==> config.mk <==
export PLATFORM = sky130hd
export DESIGN_NAME = operand_sequencer
export DESIGN_NICKNAME = d
export VERILOG_FILES = /design/src/rtl/operand_sequencer.sv
export SDC_FILE = /design/constraint.sdc
export NUM_CORES = 1
export LEC_CHECK = 0
export ABC_AREA = 1
export BUFFER_PORTS_ARGS = -buffer_cell sky130_fd_sc_hd__buf_4
export CAP_MARGIN = 10
export CORE_UTILIZATION = 25
export CTS_BUF_LIST = sky130_fd_sc_hd__clkbuf_4 sky130_fd_sc_hd__clkbuf_8
export DETAILED_ROUTE_END_ITERATION = 10
export PLACE_DENSITY = 0.41
export SLEW_MARGIN = 10
export SYNTH_ARGS = -nofsm -noshare
export SYNTH_HDL_FRONTEND = slang
export SYNTH_SLANG_ARGS = --single-unit
==> constraint.sdc <==
create_clock -name clk -period 1.75 [get_ports clk]
set_input_delay 0 -clock clk [delete_from_list [all_inputs] [get_ports clk]]
set_output_delay 0 -clock clk [all_outputs]
set_load 0.02 [all_outputs]
==> src/rtl/operand_sequencer.sv <==
// Steps a 4-bit external ripple adder through operand A, operand B, add and show phases from one debounced button.
// Optional OPSEQ_ACCUM_EN: SHOW + press feeds the low nibble of the result back as the next A (running total).
module operand_sequencer #(
    parameter int DEBOUNCE_CYCLES = 250000
) (
    input  logic       clk,
    input  logic       rst_n,
    input  logic [3:0] sw,
    input  logic       btn,
    input  logic [3:0] sum,
    input  logic       cout,
    output logic [3:0] a,
    output logic [3:0] b,
    output logic [4:0] result,
    output logic       valid,
    output logic [1:0] phase
);

    localparam int CNT_W = $clog2(DEBOUNCE_CYCLES + 1);
    localparam logic [CNT_W-1:0] CNT_LAST = CNT_W'(DEBOUNCE_CYCLES - 1);

    typedef enum logic [1:0] {
        LOAD_A = 2'd0,
        LOAD_B = 2'd1,
        ADD    = 2'd2,
        SHOW   = 2'd3
    } state_t;

    logic             btn_s1_q, btn_s2_q;
    logic             deb_q, deb_d;
    logic [CNT_W-1:0] cnt_q, cnt_d;
    logic             press;

    state_t           state_q, state_d;
    logic [3:0]       a_q, a_d;
    logic [3:0]       b_q, b_d;
    logic [4:0]       result_q, result_d;
    logic             valid_q, valid_d;

    // Count clocks the synchronized level differs from the accepted one; any agreement restarts the count.
    always_comb begin
        cnt_d = '0;
        deb_d = deb_q;
        press = 1'b0;
        if (btn_s2_q != deb_q) begin
            if (cnt_q == CNT_LAST) begin
                deb_d = btn_s2_q;
                press = btn_s2_q;
            end else begin
                cnt_d = cnt_q + 1'b1;
            end
        end
    end

    always_ff @(posedge clk or negedge rst_n) begin
        if (!rst_n) begin
            btn_s1_q <= 1'b0;
            btn_s2_q <= 1'b0;
            deb_q    <= 1'b0;
            cnt_q    <= '0;
        end else begin
            btn_s1_q <= btn;
            btn_s2_q <= btn_s1_q;
            deb_q    <= deb_d;
            cnt_q    <= cnt_d;
        end
    end

    // ADD ignores press: it always lasts one cycle so the adder settles before capture.
    always_comb begin
        state_d  = state_q;
        a_d      = a_q;
        b_d      = b_q;
        result_d = result_q;
        valid_d  = valid_q;
        case (state_q)
            LOAD_A: if (press) begin
                a_d     = sw;
                b_d     = 4'd0;
                state_d = LOAD_B;
            end
            LOAD_B: if (press) begin
                b_d     = sw;
                state_d = ADD;
            end
            ADD: begin
                result_d = {cout, sum};
                valid_d  = 1'b1;
                state_d  = SHOW;
            end
            SHOW: if (press) begin
                valid_d = 1'b0;
`ifdef OPSEQ_ACCUM_EN
                a_d     = result_q[3:0];
                b_d     = 4'd0;
                state_d = LOAD_B;
`else
                state_d = LOAD_A;
`endif
            end
            default: state_d = LOAD_A;
        endcase
    end

    always_ff @(posedge clk or negedge rst_n) begin
        if (!rst_n) begin
            state_q  <= LOAD_A;
            a_q      <= 4'd0;
            b_q      <= 4'd0;
            result_q <= 5'd0;
            valid_q  <= 1'b0;
        end else begin
            state_q  <= state_d;
            a_q      <= a_d;
            b_q      <= b_d;
            result_q <= result_d;
            valid_q  <= valid_d;
        end
    end

    assign a      = a_q;
    assign b      = b_q;
    assign result = result_q;
    assign valid  = valid_q;
    assign phase  = state_q;

endmodule
======== Yosys cells after proc, flatten, opt, wreduce, memory -nomap -nowiden ========
Index checks and enable logic that the tools add are counted.
storage, ports and cells
  register bits ........................... 37
  memory bits (read-only) ................. 0
  output and inout bits ................... 16
  input port bits ......................... 12
  bits in writable memories ............... 0
  latch bits .............................. 0
  logic and storage cells ................. 39
  memories ................................ 0
cells by class
  bitwise logic cells ..................... 0
  $lt $le $gt $ge ......................... 0
  add/sub/neg operators ................... 1
  shift-type cells ........................ 0
  equal/unequal tests ..................... 8
  reductions and logical operators ........ 8
  div/mod/pow operators ................... 0
  multiply operators ...................... 0
  multiplexer cells ....................... 13
operators with widths
  kind                                                  number
  2-to-1 mux 18 bit                                     2
  adder 18 x 1 -> 18 bit (second input constant)        1
  equality test 18 bit (second input constant)          1
  2-to-1 mux 4 bit                                      2
  one-hot mux 2 bit (4 select lines)                    1
  one-hot mux 4 bit (2 select lines)                    1
  2-to-1 mux 2 bit                                      3
  inequality test 2 bit (second input constant)         3
  AND reduction 2 bit                                   3
  AND reduction 3 bit                                   2
  equality test 2 bit (second input constant)           2
  nonzero test 2 bit                                    2
  2-to-1 mux 1 bit                                      3
  equality test 2 x 1 -> 1 bit (second input constant)  1
  logical NOT 2 bit                                     1
  one-hot mux 1 bit (2 select lines)                    1
  inequality test 1 bit                                 1

======== Longest topological paths before layout ========
  word-level depth ........................ 5
  depth in mapped cells ................... 9
  mapped depth without buffers ............ 9

======== Worst setup path before layout ========
OpenSTA, ideal clock, no wires.
  kind .................................... register -> register
  from .................................... register cnt_q[0]
  to ...................................... register valid_q (netlist: valid)
  arrival time ............................ 1332 ps
  slack ................................... 301 ps
  period minus slack after synthesis ...... 1449 ps
  data required time ...................... 1632 ps
  setup time .............................. 118 ps
  cell stages (with the launch flop) ...... 9
  path buffers ............................ 0
  path through ............................ dfrtp_1 ha_1 nand3_4 clkinv_2 nand3_4 nor2_8 nand2_2 o21bai_1 inv_1
between the ends
  longest elaborated chain between the ends .. 5
ends and longest elaborated chain
  element                                 line  source
  start: declaration                      31    logic [CNT_W-1:0] cnt_q, cnt_d;
  start signal: assignment                65    cnt_q <= cnt_d;
  equality test 18 bit                    46    if (cnt_q == CNT_LAST) begin
  2-to-1 mux 1 bit                        46
  2-to-1 mux 1 bit                        45    if (btn_s2_q != deb_q) begin
  inequality test 2 bit (no source line)  n/a
  AND reduction 2 bit (no source line)    n/a
  end signal: assignment                  117   valid_q <= valid_d;
  end: declaration                        38    logic valid_q, valid_d;
No other way between the ends.
A chain may end at the register's enable or synchronous reset.

======== Final worst setup path ========
  from .................................... register cnt_q[1]
  to ...................................... register b_q[0] (netlist: b[0])
between the ends
  longest elaborated chain between the ends .. 5
  elaborated cells between the ends (all ways) .. 6
  those cells by class .................... eq/ne: 3; mux: 2; reduce/logical: 1
ends and longest elaborated chain
  element                                   line  source
  equality test 18 bit (*)                  46
  2-to-1 mux 1 bit (*)                      46
  2-to-1 mux 1 bit (*)                      45
  inequality test 2 bit (no source line)    n/a
  AND reduction 3 bit (no source line) (*)  n/a
  end signal: assignment                    109   b_q <= 4'd0;
  end signal: assignment                    115   b_q <= b_d;
  end: declaration                          36    logic [3:0] b_q, b_d;
Every way passes the cells marked *; elsewhere a longest branch is shown, timed or not.

==> impl_metrics.toml <==
[place]
dp.final_hpwl_um = 3330
finalWeightedCongestion = 0.773
port_buffers = 27
placed_cell_area_um2 = 2360

[logic_synthesis]
synth.lib_cells_used.distinct = 36
yosys_register_bits = 37
synth_warnings = 0
synth_top_area_cell = "dfrtp_1"
synth.top_cells.by_count = "nand2_1, dfrtp_1, nor2_1"
yosysMostFrequentCell = "nand2_1"
asyncSetResetFlopFracSynth_pct = 100
synth_top_area_share_pct = 45.9
synth_edf_count = 0
netlist_area_um2 = 2020
biggest_area_contributors_in_the_synthesized_netlist = "dfrtp_1, nand2_1, nor2_1, inv_1, ha_1"
ys_seq_area_share_pct = 45.9
netlist_instances = 247
avgSynthCellArea_um2 = 8.17
dominantRegCellSynth = "dfrtp_1"
synth_nets = 265

[critical_path]
worst_setup_path_start_kind = "flip-flop"
worst-endpoint-arrival_ps = 1680
slowest_delay_ps = 370
critPathTopFamily = "simple AND/OR/NAND/NOR gates"
worstSetupPathType = "reg -> reg"
critical_path.slowest_cell = "dfrtp_1"
worst-path-max-fanout = 9
path_buf_inv = 1
cp_data_required_time_ps = 1930
cp-end-kind = "flip-flop"
crit_chain = "ha_1, nand3_4, clkinv_2, nand3_4, nor2_8, nand3b_2, nand2_1, nand2_1"

[finish]
post_route_cells_drive_above_1_share_pct = 23.2
antennaDiodeCount = 0
area.growth.synth_to_final_pct = 28.7
final_net_count = 310
post-route-cell-area_um2 = 2590
layout.core_utilization_pct = 33.4
fillCellCount = 850

[timing]
fmax_mhz = 667
slew_violations = 0
timing.setup.tns_ps = 0
timing_worst_slew_pin_value_ps = 508
finalWorstPathRequiredPeriod_ps = 1500
grt_setup_unrepaired = "false"
period_share_pct = 85.7
skew_ps = 7.32
report.final.setup_viol = 0
relSlewSlack_pct = 66.1
timing_hold_violations_final = 0

[floorplan]
top_level_ports = 28
die_h_um = 91.8
dieArea_um2 = 8430
die_x_um = 91.8
coreArea_um2 = 7770
num_rows = 32
initial_core_util_pct = 26.0

[route]
routed-wl-met2_um = 2020
top_metal_layer_carrying_routed_signals = "met4"
ant_nets = 0
routed-wl-met3_um = 151
remaining_drc_errors = 0
detail_route.iter0.violations = 69
route.layer.met1.wl_um = 2270
drt_pre_antenna_iters = 4
via_count = 1626
wl_per_cell_um = 11.3
routed_wl_um = 4470
viasPerCell = 4.12

[clock_tree]
cts_tree = "done"
ctsHtreeMaxLevel = 2
clockBufferDepth = 2
cts_bufs_inserted = 5
clock_transition_at_the_registers_of_the_reported_paths_ps = 80
ctsResizeCount = 0
cts_sinks = 37
clock_latency_ps = 290
postCtsSetupRepairBufs = 0
cts.root.buffer_cell = "clkbuf_8"

[min_path]
min-delay-path-class = "in -> reg"

[global_routing]
grt_pass1_wl_um = 7820
initial_antenna_violation_count = 0
grt-ovfl-total = 0
groute.usage.overall_pct = 11.8
grt_max_degree = 38
grt_pass1_vias = 1708

[power]
vdd_drop_max_uv = 282
power-per-cell-area_nw_per_um2 = 711
power.static_leakage_uw = 0.00123

[status]
status = "completed"

[flow_run]
cap_viol_max_count = 0
-- kinds of logic after synthesis --
group	after synthesis	share of synthesized area [%]
compound gates	9	2.60
xor+xnor	6	2.61
fa+ha+maj	6	3.72
buf+inv	33	6.26
flops	37	45.9
simple gates	156	38.9
-- cell usage in the layout, fill, tap and decap left out, types with 3 or more instances in the layout --
cell type       n
nand2_2         4
xnor2_1         3
ha_1            6
dfrtp_1        37
inv_1          23
a21oi_1         3
xor2_1          3
dlygate4sd3_1  10
nor2_2          7
clkbuf_8        5
nand3_1        11
nand4_1        12
nor2_1         35
nor3_1          3
nand2_1        68
buf_4          30
inv_2           6
-- state kept, by name, indices dropped and copies added (netlist names) --
| register | cells |
|---|---|
| cnt_q | 18 |
| result | 5 |
| a | 4 |
| b | 4 |
| phase | 2 |
| btn_s1_q | 1 |
| btn_s2_q | 1 |
| deb_q | 1 |
| valid | 1 |
-- what timing repair did --
item	CTS	global route
hold buffers	10	0
hold endpoints to repair	46	0
endpoints found under the setup margin	0	0
-- layer usage --
metal	track usage, %	up-vias
li1	-	870
met1	15.7	725
met2	19.2	27
met3	3.07	4
met4	3.13	0
met5	0	-
-- per-stage QoR --
| stage | setup WS [ps] | total power [uW] | hold slack, ps | cells |
|---|---|---|---|---|
| floorplan | 301 | 910 | -296 | 247 |
| CTS | 231 | 1880 | 3.98 | 395 |
| global placement | 235 | 961 | 15.0 | 377 |
| global route | 86.7 | 1930 | 22.6 | 395 |
| detailed placement | 234 | 960 | 13.6 | 377 |
| finish | 250 | 1840 | 17.3 | 395 |
-- report_power, final --
part / switching [uW] / internal (uW) / total, uW
logic: 48.2 / 41.0 / 89.2
clock network: 321 / 567 / 887
registers: 6.30 / 862 / 868
-- worst reg2reg max path, delay by kind of cell (launching register included) --
family	cells	cell delay, ps
adder cells (fa/ha/maj)	1	230
buffers and inverters	1	100
flip-flops	1	370
AND/OR/NAND/NOR	6	690
-- layout make-up --
cell class | count | area, um2 | share of cell area [%]
multi-input cells | 177 | 965 | 37.2
flip-flops and latches | 37 | 926 | 35.7
repair buffers | 40 | 325 | 12.5
well taps | 102 | 128 | 4.92
inverters | 31 | 118 | 4.53
clock buffers | 5 | 68.8 | 2.65
clock inverters | 3 | 65.1 | 2.51
-- worst paths after layout --
check | startpoint | endpoint | slack [ps] | cells past startpoint
worst max-delay path | cnt_q[1] | b[0] | 250 | 8
worst min-delay path | sw[1] | b[1] | 20 | 3
worst max register to register | cnt_q[1] | b[0] | 250 | 8
worst min register to register | btn_s1_q | btn_s2_q | 360 | 0
max in group asynchronous | rst_n | cnt_q[17] | 1170 | 2
min in group asynchronous | rst_n | cnt_q[0] | 230 | 2
Note: power is estimated with default switching activity, not from simulation.
